<file path="src/rtl/dcache.sv">
// Direct-mapped, write-back, write-allocate data cache: 8 lines x 4-byte blocks.
// Stalls the CPU through BUSY while a miss writes back and/or fetches a block.
module dcache (
  input  logic        CLK,
  input  logic        RESET,
  input  logic        READ,
  input  logic        WRITE,
  input  logic [7:0]  ADDRESS,
  input  logic [7:0]  WRITEDATA,
  output logic [7:0]  READDATA,
  output logic        BUSY,
  output logic        MEM_READ,
  output logic        MEM_WRITE,
  output logic [5:0]  MEM_ADDRESS,
  output logic [31:0] MEM_WRITEDATA,
  input  logic [31:0] MEM_READDATA,
  input  logic        MEM_BUSYWAIT
);

  typedef enum logic [1:0] {StIdle, StWriteback, StFetch, StUpdate} state_e;

  state_e      r_state;
  state_e      w_state_next;
  logic [7:0]  r_valid;
  logic [7:0]  r_dirty;
  logic [2:0]  r_tag  [8];
  logic [31:0] r_data [8];

  logic [2:0]  w_tag;
  logic [2:0]  w_index;
  logic [1:0]  w_offset;
  logic [31:0] w_line;
  logic        w_hit;
  logic        w_req;

  assign w_tag    = ADDRESS[7:5];
  assign w_index  = ADDRESS[4:2];
  assign w_offset = ADDRESS[1:0];
  assign w_line   = r_data[w_index];
  assign w_hit    = r_valid[w_index] && (r_tag[w_index] == w_tag);
  assign w_req    = READ || WRITE;
  assign READDATA = w_line[{w_offset, 3'b000} +: 8];

  always_comb begin
    w_state_next  = r_state;
    BUSY          = 1'b0;
    MEM_READ      = 1'b0;
    MEM_WRITE     = 1'b0;
    MEM_ADDRESS   = 6'd0;
    MEM_WRITEDATA = 32'd0;
    unique case (r_state)
      StIdle: begin
        if (w_req && !w_hit) begin
          BUSY         = 1'b1;
          w_state_next = r_dirty[w_index] ? StWriteback : StFetch;
        end
      end
      StWriteback: begin
        BUSY          = 1'b1;
        MEM_WRITE     = 1'b1;
        MEM_ADDRESS   = {r_tag[w_index], w_index};
        MEM_WRITEDATA = w_line;
        if (!MEM_BUSYWAIT) w_state_next = StFetch;
      end
      StFetch: begin
        BUSY        = 1'b1;
        MEM_READ    = 1'b1;
        MEM_ADDRESS = ADDRESS[7:2];
        if (!MEM_BUSYWAIT) w_state_next = StUpdate;
      end
      StUpdate: begin
        BUSY         = 1'b1;
        w_state_next = StIdle;
      end
      default: w_state_next = StIdle;
    endcase
    // Memory request stays decoded from state until the reset edge; only the stall is masked.
    if (RESET) BUSY = 1'b0;
  end

  always_ff @(posedge CLK) begin
    if (RESET) begin
      r_state <= StIdle;
      r_valid <= 8'd0;
      r_dirty <= 8'd0;
      for (int i = 0; i < 8; i++) begin
        r_tag[i]  <= 3'd0;
        r_data[i] <= 32'd0;
      end
    end else begin
      r_state <= w_state_next;
      unique case (r_state)
        StIdle: begin
          // READ and WRITE together is handled as a store.
          if (WRITE && w_hit) begin
            r_data[w_index][{w_offset, 3'b000} +: 8] <= WRITEDATA;
            r_dirty[w_index]                         <= 1'b1;
          end
        end
        StFetch: begin
          if (!MEM_BUSYWAIT) r_data[w_index] <= MEM_READDATA;
        end
        StUpdate: begin
          r_valid[w_index] <= 1'b1;
          r_dirty[w_index] <= 1'b0;
          r_tag[w_index]   <= w_tag;
        end
        default: ;
      endcase
    end
  end

endmodule
</file>
<file path="config.mk">
export PLATFORM = sky130hd
export DESIGN_NAME = dcache
export DESIGN_NICKNAME = d
export VERILOG_FILES = /design/src/rtl/dcache.sv
export SDC_FILE = /design/constraint.sdc
export NUM_CORES = 1
export LEC_CHECK = 0
export CORE_MARGIN = 5
export CORE_UTILIZATION = 55
export DETAILED_ROUTE_END_ITERATION = 8
export GPL_TIMING_DRIVEN = 0
export HOLD_SLACK_MARGIN = 0.1
export PLACE_DENSITY = 0.84
export RECOVER_POWER = 100
export SLEW_MARGIN = 10
export SYNTH_ARGS = -nofsm -noshare
export SYNTH_HDL_FRONTEND = slang
export SYNTH_SLANG_ARGS = --single-unit
export TNS_END_PERCENT = 1
</file>
<file path="constraint.sdc">
create_clock -name CLK -period 5.9 [get_ports CLK]
set_clock_uncertainty 0.15 [all_clocks]
set_input_delay 0.885 -clock CLK [delete_from_list [all_inputs] [get_ports CLK]]
set_output_delay 0.885 -clock CLK [all_outputs]
set_load 0.01 [all_outputs]
</file>
Yosys cells after proc, flatten, opt, wreduce, memory -nomap -nowiden. Memories as Yosys holds them, arrays and structs flattened. Cells that the tools add are included.

Bits in registers: 18. RAM bits: 280. Input bits: 53. Output and inout bits: 49. Logic and storage cells: 139. Memories kept: 2.

Memory list: r_data (words 8, bits a word 32, read ports 1, clocked after Yosys merged registers in 0, wr ports 8, RTL line 27) `logic [31:0] r_data [8];`; r_tag (words 8, bits a word 3, read ports 1, clocked after Yosys merged registers in 0, wr ports 8, RTL line 26) `logic [2:0] r_tag [8];`.

Add/subtract/negate cells: 1. $lt $le $gt $ge: 2. Eq/ne operators: 8. Shifts and indexed selects: 3. Mux-type cells: 71. Bitwise gates (word level): 36. Reductions and logical operators: 13.

Operators by type and width (count): 32-bit two-way mux (4); 1-bit two-way mux (52); 1-bit bitwise OR (32); 32-bit OR reduction (1); 8-bit by 7-bit variable shift with 32-bit output (first input constant) (1); 32-bit by 6-bit variable part select with 8-bit output (1); 8-bit by 7-bit variable part select with 32-bit output (1); 8-bit bitwise OR (2); 8-bit case mux with 2 select lines (1); 6-bit case mux with 2 select lines (1); 3-bit two-way mux (3); 8-bit bitwise AND (1); 2-bit two-way mux (4); 8-bit two-way mux (1); 2-bit inequality test (second input constant) (4); 8-bit inverter (1); 2-bit case mux with 4 select lines (1); 5-bit negator with 7-bit output (1); 1-bit binary-select mux with 3-bit select (2); 3-bit OR reduction (2); 2-bit == test (second input constant) (2); 1-bit logical AND (4); 3-bit by 4-bit less-than comparator with 1-bit output (second input constant) (1); 1-bit demux with 3-bit select (1); 10 further kinds (10).

Longest topological paths before layout. Gate-level depths: netlist (run 1).

Depth in word-level cells: 11. Depth in mapped cells: 10. Depth with buffers taken out: 6.

Worst setup path before layout (run 1). No wires, ideal clock.

Path kind: input -> output. Start: input ADDRESS[2]. End: output READDATA[5]. Data arrival time: 2.826 ns. Required time: 4.865 ns. Path slack: 2.039 ns. Stages on the path: 10. Buffers on the path: 5. Cells stage by stage: buf_6 -> buf_4 -> buf_4 -> buf_2 -> buf_2 -> mux2i_1 -> o22ai_1 -> a221oi_1 -> nand2_1 -> mux4_2.

Longest elaborated chain between the ends: 2.

Ends and longest elaborated chain: start: declaration (RTL line 8) `input logic [7:0] ADDRESS,`; memory 8 x 32 bit; 32-bit by 6-bit variable part select with 8-bit output (RTL line 42) `assign READDATA = w_line[{w_offset, 3'b000} +: 8];`; end: declaration (RTL line 10) `output logic [7:0] READDATA,`.

No other way between the ends.

Final worst setup path (run 1).
Start: input ADDRESS[4]. End: output READDATA[5].

Same word-level chain as after synthesis.

==> flow_summary.yaml, run 1 <==
sta:
  period_share_pct: 105
  worst_pin_slew_ps: 1180
  slew_violations: 0
  grt_setup_unrepaired: "yes"
  hold_viol: 0
  finalCriticalPeriod_ps: 6170
  slew_headroom_pct: 21.4
  finalSetupViolations: 12
  fmax_ghz: 0.162
  fin_ws_ps: -270
  tns_ps: -1420
logic_synthesis:
  synthFlopType: "edfxtp_1"
  synthesis.area_um2: 14700
  synth_edf_count: 280
  synth_async_sr_flop_share_pct: 0
  synth-seq-cells: 298
  syn_inst: 1207
  synth_mux_area_share_pct: 6.15
  ys_seq_area_share_pct: 59.6
  synth_compound_area_share_pct: 13.3
  synth-xor-area-share_pct: 0
  syn_nets: 1269
  synth.avg_cell_area_um2: 12.2
  synth_top_family_by_area: "simple AND/OR/NAND/NOR gates"
  synthSimpleGateAreaFrac_pct: 15.0
  ys_types: 59
  synth-adder-area-share_pct: 0.765
  synth_warnings: 0
final_layout:
  num_antenna_cells: 0
  drive_above_1_share_pct: 7.19
  final_cell_mix: "280 x edfxtp_1, 258 x nor3_1, 108 x clkbuf_1"
  area_growth_pct: 14.7
  design_area_um2: 16900
  nets: 1402
  final_common_cell: "edfxtp_1"
  fillCellCount: 1971
  register_area_um2: 8770
  post-route-util_pct: 64.4
  multiInputGateArea_um2: 5190
placement:
  place_hpwl_mm: 37.3
  place.gp.congestion: 1.04
  port_buffers: 100
  dp_worst_setup_slack_ps: -109
  place_area_um2: 16200
detailed_routing:
  vias_per_cell: 7.36
  wl_per_cell_um: 32.6
  firstDrtPassIters: 7
  wl_mm: 55.4
  drtIter0Drc: 2510
  drc: 0
  antenna_left: 0
  vias: 12500
floorplanning:
  start_util_pct: 56.2
  num_io_pins: 102
  dieArea_um2: 30100
  rows: 59
  die_y_um: 174
  dieWidth_um: 174
  coreArea_um2: 26200
power:
  p_switching_mw: 1.55
  power_frac_seq_pct: 45.5
  ir_worst_vdd_v: 0.000265
  power_density_nw_per_um2: 317
  combPwrFrac_pct: 19.3
  p_leak_nw: 5.56
  power_mw: 5.35
  internal_power_mw: 3.80
  pwr-share-clk_pct: 35.2
  swShare_pct: 29.0
setup_path:
  crit_path_end_kind: "primary output"
  worst-path-buf-inv: 6
  slowest_delay_ps: 770
  arrival_ps: 5140
  crit_fanout: 10
  r2r_start: "r_state[0]"
  cp_data_required_time_ps: 4870
  cp-start-kind: "input pin"
  critPathTopFamily: "buffers and inverters"
  worstPathCellList: "clkdlybuf4s50_1, buf_2, buf_2, clkbuf_1, clkbuf_1, a31oi_1, o21ai_0, mux4_2, clkdlybuf4s50_1"
  slowest_stage: "clkbuf_1"
  setup.worst_path.start: "ADDRESS[4]"
  worstSetupPathType: "input pin to primary output"
grt:
  grt_usage_pct: 35.6
  grt_max_degree: 15
  grt_pass1_wl_mm: 79.9
  antenna_found_initial: 2
  grt_remaining_overflow: 0
  grt_pass1_vias: 12100
clocking:
  numCtsBuffers: 30
  cts_tree: "done"
  clockBufferDepth: 3
  root_buffer: "clkbuf_16"
  htreeDepth: 1
  cts.sinks: 298
  clkSlewWorstSetupHoldPaths_ps: 60
  cts_setup_buffers: 0
  clk_latency_ps: 570
worst_hold_path:
  min_path_type: "flop to flop"
  hold_start: "r_valid[2]"
flow_run:
  maxCapViolations: 0
run_status:
  outcome: "finished, violations left"
  violations: "setup timing"
worst min-delay path, delay by kind of cell, from the launching register on:
kind	cells	cell delay, ps
flip-flops	1	320
AND/OR/NAND/NOR	1	70
AO/OA/AOI/OAI	1	40
state kept, by name, indices dropped and copies added, names as in the netlist, named ones only:
register,cells
r_tag,24
r_data,256
r_valid,8
r_state,2
timing repair:
item	in CTS	in global routing
resized for setup	1	6
hold buffers	0	0
endpoints found under the setup margin	2	7
pin swaps	0	0
kinds of logic after synthesis:
logic type / count (synthesis)
fa+ha+maj: 9
compound gates: 253
mux: 65
flops: 298
buf+inv: 135
simple gates: 447
cell type report:
type,count,area share [%]
flip-flops and latches,298,51.9
multi-input cells,774,30.8
repair buffers,101,5.97
clock buffers,46,5.05
plain buffers,120,2.92
well taps,335,2.48
clock inverters,9,0.541
inverters,15,0.334
cells in the mapped netlist, types with 8 or more instances:
library cell  instances  area (um2)
mux4_2               19         428
dfxtp_1              18         360
a22o_1               12         105
buf_2                14        70.1
a211oi_1             14         105
a31o_2               32         280
nor2b_1               8        50.1
a21oi_1              24         120
nand2_1              35         131
edfxtp_1            280        8410
buf_1                 8        30.0
a221o_1              18         180
inv_1                13        48.8
ha_1                  9         113
clkbuf_1             65         244
nand3_1              13        65.1
mux2i_1              32         320
mux2_2               14         158
a21o_1               16         120
nor2_1               77         289
nor3_1              258        1290
o21ai_0              20         100
a221oi_1             34         298
a22oi_1              53         398
buf_6                29         327
and2_1               36         225
power groups by stage:
stage	combinational (mW)	clock [mW]	sequential, mW
floorplan	0.592	0	2.46
global placement	1.03	0	2.47
detailed placement	1.04	0	2.47
CTS	1.05	1.85	2.43
global route	1.07	1.95	2.44
finish	1.03	1.88	2.43
worst paths after layout:
check,to,depth (start not counted),slack [ps]
worst min register to register,r_valid[2],2,310
worst max register to register,r_data[2][2],7,2130
worst min-delay path,r_valid[2],2,310
worst max-delay path,READDATA[5],9,-270
through the flow:
stage	std cells	hold WS [ps]
after global routing	1698	368
final	1698	314
after global placement	1642	293
after detailed placement	1643	300
after floorplan	1207	280
after CTS	1698	315
per-layer routing:
metal / global-route usage, % / wire length [um] / vias to the layer above
met3: 12.9 / 9280 / 334
met1: 44.8 / 17800 / 5857
li1: - / - / 5003
met5: 0 / 13 / -
met2: 53.7 / 24000 / 1309
met4: 20.2 / 4300 / 2
Power figures use the tool's default switching activity.
==> run 2: changes to the inputs <==
--- a/config.mk
+++ b/config.mk
@@ -5,6 +5,7 @@
 export SDC_FILE = /design/constraint.sdc
 export NUM_CORES = 1
 export LEC_CHECK = 0
+export ABC_CLOCK_PERIOD_IN_PS = 5900
 export CORE_MARGIN = 5
 export CORE_UTILIZATION = 55
 export DETAILED_ROUTE_END_ITERATION = 8
==> results of run 2 <==
No change in the layout: final DEF, timing and power equal those of run 1.
